==> src/rtl/rr_arb_4_if.sv <==
// Request/grant bundle between the requesters, the round-robin arbiter and the
// downstream 4-to-2 encoder consumer.
interface rr_arb_4_if;
    logic [3:0] req;
    logic       out_ready;
    logic [3:0] gnt;
    logic [1:0] gnt_idx;
    logic       gnt_valid;
    logic       stall_err;

    modport slave (
        input  req,
        input  out_ready,
        output gnt,
        output gnt_idx,
        output gnt_valid,
        output stall_err
    );

    modport master (
        output req,
        output out_ready,
        input  gnt,
        input  gnt_idx,
        input  gnt_valid,
        input  stall_err
    );
endinterface

==> src/rtl/rr_arb_4.sv <==
// Registered 4-way round-robin arbiter: strictly one-hot grant plus encoded index,
// held until accepted, with a sticky backpressure-timeout flag.
module rr_arb_4 #(
    parameter logic [1:0] PTR_INIT  = 2'd3,
    parameter int         STALL_MAX = 15
) (
    input  logic         clk,
    input  logic         rst_n,
    rr_arb_4_if.slave    bus
);

    localparam logic [7:0] STALL_LIM = 8'(STALL_MAX);

    typedef enum logic {
        S_IDLE  = 1'b0,
        S_GRANT = 1'b1
    } state_t;

    state_t     r_state;
    logic [1:0] r_ptr;
    logic [3:0] r_gnt;
    logic [1:0] r_idx;
    logic       r_valid;
    logic [7:0] r_stall_cnt;
    logic       r_stall_err;

    // Returns {found, index}: first set request searching ptr+1 .. ptr+4 (mod 4).
    function automatic logic [2:0] f_pick(input logic [3:0] req, input logic [1:0] ptr);
        logic [2:0] res;
        logic [1:0] cand;
        res = 3'b000;
        for (int k = 4; k >= 1; k--) begin
            cand = ptr + 2'(k);
            if (req[cand]) begin
                res = {1'b1, cand};
            end
        end
        return res;
    endfunction

    // The handshake path searches from the index being accepted, which becomes the new ptr.
    logic [2:0] w_pick_idle;
    logic [2:0] w_pick_hs;
    logic       w_stall_inc;

    assign w_pick_idle = f_pick(bus.req, r_ptr);
    assign w_pick_hs   = f_pick(bus.req, r_idx);
    assign w_stall_inc = (r_stall_cnt < STALL_LIM);

    always_ff @(posedge clk or negedge rst_n) begin
        if (!rst_n) begin
            r_state     <= S_IDLE;
            r_ptr       <= PTR_INIT;
            r_gnt       <= 4'b0000;
            r_idx       <= 2'd0;
            r_valid     <= 1'b0;
            r_stall_cnt <= 8'd0;
            r_stall_err <= 1'b0;
        end else begin
            case (r_state)
                S_IDLE: begin
                    r_stall_cnt <= 8'd0;
                    if (w_pick_idle[2]) begin
                        r_state <= S_GRANT;
                        r_gnt   <= 4'b0001 << w_pick_idle[1:0];
                        r_idx   <= w_pick_idle[1:0];
                        r_valid <= 1'b1;
                    end
                end
                S_GRANT: begin
                    if (bus.out_ready) begin
                        r_ptr       <= r_idx;
                        r_stall_cnt <= 8'd0;
                        if (w_pick_hs[2]) begin
                            r_gnt <= 4'b0001 << w_pick_hs[1:0];
                            r_idx <= w_pick_hs[1:0];
                        end else begin
                            r_state <= S_IDLE;
                            r_gnt   <= 4'b0000;
                            r_idx   <= 2'd0;
                            r_valid <= 1'b0;
                        end
                    end else if (w_stall_inc) begin
                        // Counter saturates at the limit; the flag is sticky until reset.
                        r_stall_cnt <= r_stall_cnt + 8'd1;
                        if (r_stall_cnt + 8'd1 == STALL_LIM) begin
                            r_stall_err <= 1'b1;
                        end
                    end
                end
                default: begin
                    r_state <= S_IDLE;
                    r_gnt   <= 4'b0000;
                    r_idx   <= 2'd0;
                    r_valid <= 1'b0;
                end
            endcase
        end
    end

    assign bus.gnt       = r_gnt;
    assign bus.gnt_idx   = r_idx;
    assign bus.gnt_valid = r_valid;
    assign bus.stall_err = r_stall_err;

endmodule
==> src/flat_wrapper.sv <==
// flat-port wrapper written by rule: the top's interface ports become plain ports
module rr_arb_4_flat 
#(
    parameter logic [1:0] PTR_INIT  = 2'd3,
    parameter int         STALL_MAX = 15
)
  (clk, rst_n, bus_req, bus_out_ready, bus_gnt, bus_gnt_idx, bus_gnt_valid, bus_stall_err);
  rr_arb_4_if bus_i ();
  input  logic clk;
  input  logic rst_n;
  input wire logic [$bits(bus_i.req)-1:0] bus_req;
  input wire logic [$bits(bus_i.out_ready)-1:0] bus_out_ready;
  output wire logic [$bits(bus_i.gnt)-1:0] bus_gnt;
  output wire logic [$bits(bus_i.gnt_idx)-1:0] bus_gnt_idx;
  output wire logic [$bits(bus_i.gnt_valid)-1:0] bus_gnt_valid;
  output wire logic [$bits(bus_i.stall_err)-1:0] bus_stall_err;
  assign bus_i.req = bus_req;
  assign bus_i.out_ready = bus_out_ready;
  assign bus_gnt = bus_i.gnt;
  assign bus_gnt_idx = bus_i.gnt_idx;
  assign bus_gnt_valid = bus_i.gnt_valid;
  assign bus_stall_err = bus_i.stall_err;
  rr_arb_4 #(.PTR_INIT(PTR_INIT), .STALL_MAX(STALL_MAX)) u_core (.clk(clk), .rst_n(rst_n), .bus(bus_i));
endmodule
==> config.mk <==
export PLATFORM = sky130hd
export DESIGN_NAME = rr_arb_4_flat
export DESIGN_NICKNAME = d
export VERILOG_FILES = /design/src/rtl/rr_arb_4_if.sv /design/src/rtl/rr_arb_4.sv /design/src/flat_wrapper.sv
export SDC_FILE = /design/constraint.sdc
export NUM_CORES = 1
export LEC_CHECK = 0
export ABC_AREA = 0
export CORE_MARGIN = 4
export CORE_UTILIZATION = 50
export DETAILED_ROUTE_END_ITERATION = 6
export PLACE_DENSITY = 0.74
export SLEW_MARGIN = 10
export SYNTH_ARGS = -nofsm -noshare
export SYNTH_HDL_FRONTEND = slang
export SYNTH_SLANG_ARGS = --single-unit
==> constraint.sdc <==
create_clock -name clk -period 2.41 [get_ports clk]
set_clock_uncertainty 0.2 [all_clocks]
set_input_delay 0.482 -clock clk [delete_from_list [all_inputs] [get_ports clk]]
set_output_delay 0.482 -clock clk [all_outputs]
set_load 0.01 [all_outputs]
==> impl_metrics.csv <==
group,metric,value,unit
run_status,status,"completed",
clock_network,worst_skew_pair.late_latency,0.31,ns
drt,drtAntennaViolNets,0,
sta,hold_viol_final,0,
clock_network,cts_resized,0,
yosys,synthMuxAreaShare,2.87,%
cells_and_area,final_nets,157,
drt,first_iter_violations,28,
global_routing,antenna_found_initial,0,
global_routing,grt_max_degree,20,
clock_network,cts_tree,"built",
drt,wl,2.55,mm
sta,post-route-min-period,2.19,ns
sta,slew-limit-headroom,70.2,%
yosys,synthSimpleGateAreaFrac,27.0,%
yosys,ys_warn_count,0,
yosys,ys_seq_area_share,42.2,%
sta,clock.fmax,457,MHz
floorplanning,dieArea,3090,sq um
power_and_ir_drop,p_leak,0.623,nW
sta,rsz0062_at_grt,"no",
cells_and_area,n_antenna_cell,0,
global_routing,track_usage,18.5,%
sta,fin_setup_tns,0,ns
setup_path,worstPathMaxFanout,12,
clock_network,path_clk_slew,0.11,ns
place,dpl.hpwl,1.96,mm
global_routing,grt_pass1_vias,956,
setup_path,critPathKind,"flop to output pin",
cells_and_area,area_delta_synth_final,22.2,%
setup_path,startpoint_type,"flop",
setup_path,slowest_stage,"clkdlybuf4s50_1",
yosys,synth-adder-area-share,2.21,%
floorplanning,die_w,55.6,um
global_routing,grt-ovfl-total,0,
floorplanning,core,2060,sq um
clock_network,clock-root-buffer,"clkbuf_4",
yosys,syn_avg_cell_area,9.21,sq um
clock_network,ctsHoldBuffers,0,
place,post-place-ws,-0.00552,ns
place,place.gp.congestion,0.933,
setup_path,crit_path_max_incr_delay,0.61,ns
sta,tightestPinTransition,0.443,ns
yosys,ys_async_sr_fraction,100,%
yosys,netlist-cell-type-count,44,
yosys,synth_nets,132,
flow_run,maxCapViolations,0,
power_and_ir_drop,power.density,600,nW/um^2
clock_network,cts_htree_levels,1,
yosys,synth_compound_area_share,19.2,%
clock_network,cts_sinks,19,
yosys,synth_top_family_by_area,"simple AND/OR/NAND/NOR gates",
sta,setup_slack,0.220,ns
power_and_ir_drop,peakVddDrop,604,uV
drt,vias,994,
clock_network,clk_path_buf_depth,2,
drt,drt_pass1_iterations,4,
cells_and_area,final_util,67.1,%
sta,fin_crit_sh,90.9,%
drt,wl_per_cell,14.6,um
floorplanning,die-height,55.6,um
drt,via_per_inst,5.71,
min_path,hold_class,"input port to async pin",
setup_path,required,1.73,ns
power_and_ir_drop,p_total,0.830,mW
setup_path,cp_cell_sequence,"clkdlybuf4s50_1",
cells_and_area,drive_above_1_share,16.3,%
setup_path,crit_path_end_kind,"output pin",
place,port_buffers,14,
global_routing,grt_pass1_wl,4.45,mm
setup_path,cp_num_buf_inv,1,
yosys,netlist_area,1130,sq um
sta,setup_violations,0,
clock_network,cts_setup_buffers,0,
yosys,synthCells,123,
clock_network,numCtsBuffers,3,
drt,route.detailed.drc,0,
cells_and_area,final_cell_mix,"dfrtp_1 (17), clkdlybuf4s50_1 (14), nand2_1 (13), nor2_1 (13), buf_4 (11)",
yosys,yosys_most_used_dff,"dfrtp_1",
setup_path,cp.arrival,1.51,ns
floorplanning,rows,16,
cells_and_area,final_common_cell,"dfrtp_1",
cells_and_area,nFillCells,179,
yosys,post_synth_xor_area_fraction,2.32,%
setup_path,crit_family,"buffers and inverters",
yosys,synth-edff-count,0,
sta,slew_violations,0,
yosys,synth-seq-cells,19,
floorplanning,io-pin-count,15,
floorplanning,start_util,54.9,%
-- power by group --
group,switching [mW],internal [mW]
Combinational,0.121,0.134
Sequential,0.0503,0.364
Clock,0.0982,0.0620
Total,0.269,0.561
-- cell families (layout without fill, tap and decap cells) --
kind of cell,Yosys count,in the layout
mux,3,3
xor+xnor,3,3
fa+ha+maj,2,2
simple gates,57,57
flops,19,19
compound gates,30,30
buf+inv,9,33
-- per-stage QoR --
stage | cell area [sq um] | instances | hold slack [ns]
finish | 1380 | 174 | 0.294
global route | 1380 | 174 | 0.298
CTS | 1380 | 174 | 0.297
detailed placement | 1360 | 170 | 0.268
global placement | 1360 | 170 | 0.250
floorplan | 1130 | 123 | -0.0136
-- layer usage --
layer	up-vias	wire, um	track usage, %
met5	-	0	0
met4	0	40	7.29
met3	4	105	5.10
met2	18	1160	26.9
met1	480	1250	26.1
li1	492	-	-
-- final timing paths --
check                                            from               endpoint  slack (ns)  cells after the start
worst max-delay path            u_core.bus.gnt_idx[1]         bus_gnt_idx[1]        0.22                      1
worst max register to register  u_core.r_stall_cnt[6]  u_core.r_stall_cnt[2]        0.48                      5
worst min-delay path                            rst_n  u_core.bus.gnt_idx[0]        0.29                      2
min in group clk                u_core.r_stall_cnt[5]  u_core.r_stall_cnt[5]        0.30                      1
max in group asynchronous                       rst_n        u_core.r_ptr[1]        1.43                      2
worst min register to register  u_core.r_stall_cnt[5]  u_core.r_stall_cnt[5]        0.30                      1
-- synth_stat cells (2+ instances only) --
library cell / instances / area [sq um]
dfrtp_1: 17 / 425
nand2_1: 13 / 48.8
nor2_1: 13 / 48.8
a21oi_1: 8 / 40.0
nand2b_1: 7 / 43.8
a31oi_1: 5 / 31.3
nor2b_1: 5 / 31.3
and2_1: 4 / 25.0
inv_1: 4 / 15.0
a211oi_1: 2 / 15.0
and3_1: 2 / 12.5
buf_2: 2 / 10.0
dfstp_2: 2 / 52.6
ha_1: 2 / 25.0
mux2_2: 2 / 22.5
nand3_1: 2 / 10.0
nand4_1: 2 / 12.5
o211ai_1: 2 / 15.0
o21ai_0: 2 / 10.0
or4_1: 2 / 15.0
xor2_1: 2 / 17.5
-- layout make-up --
class,instances,area (sq um),share of cell area (%)
clock inverters,1,5.00,0.362
clock buffers,3,22.5,1.63
flip-flops and latches,19,478,34.5
repair buffers,25,223,16.1
inverters,4,15.0,1.08
multi-input cells,95,607,43.9
well taps,27,33.8,2.44
-- flip-flops by register name (all words and copies together), names as in the netlist --
signal                cells
u_core.bus.stall_err      1
u_core.r_stall_cnt        8
u_core.r_ptr              2
u_core.r_state            1
u_core.bus.gnt_idx        2
u_core.bus.gnt            4
u_core.bus.gnt_valid      1
Power figures use the tool's default switching activity.
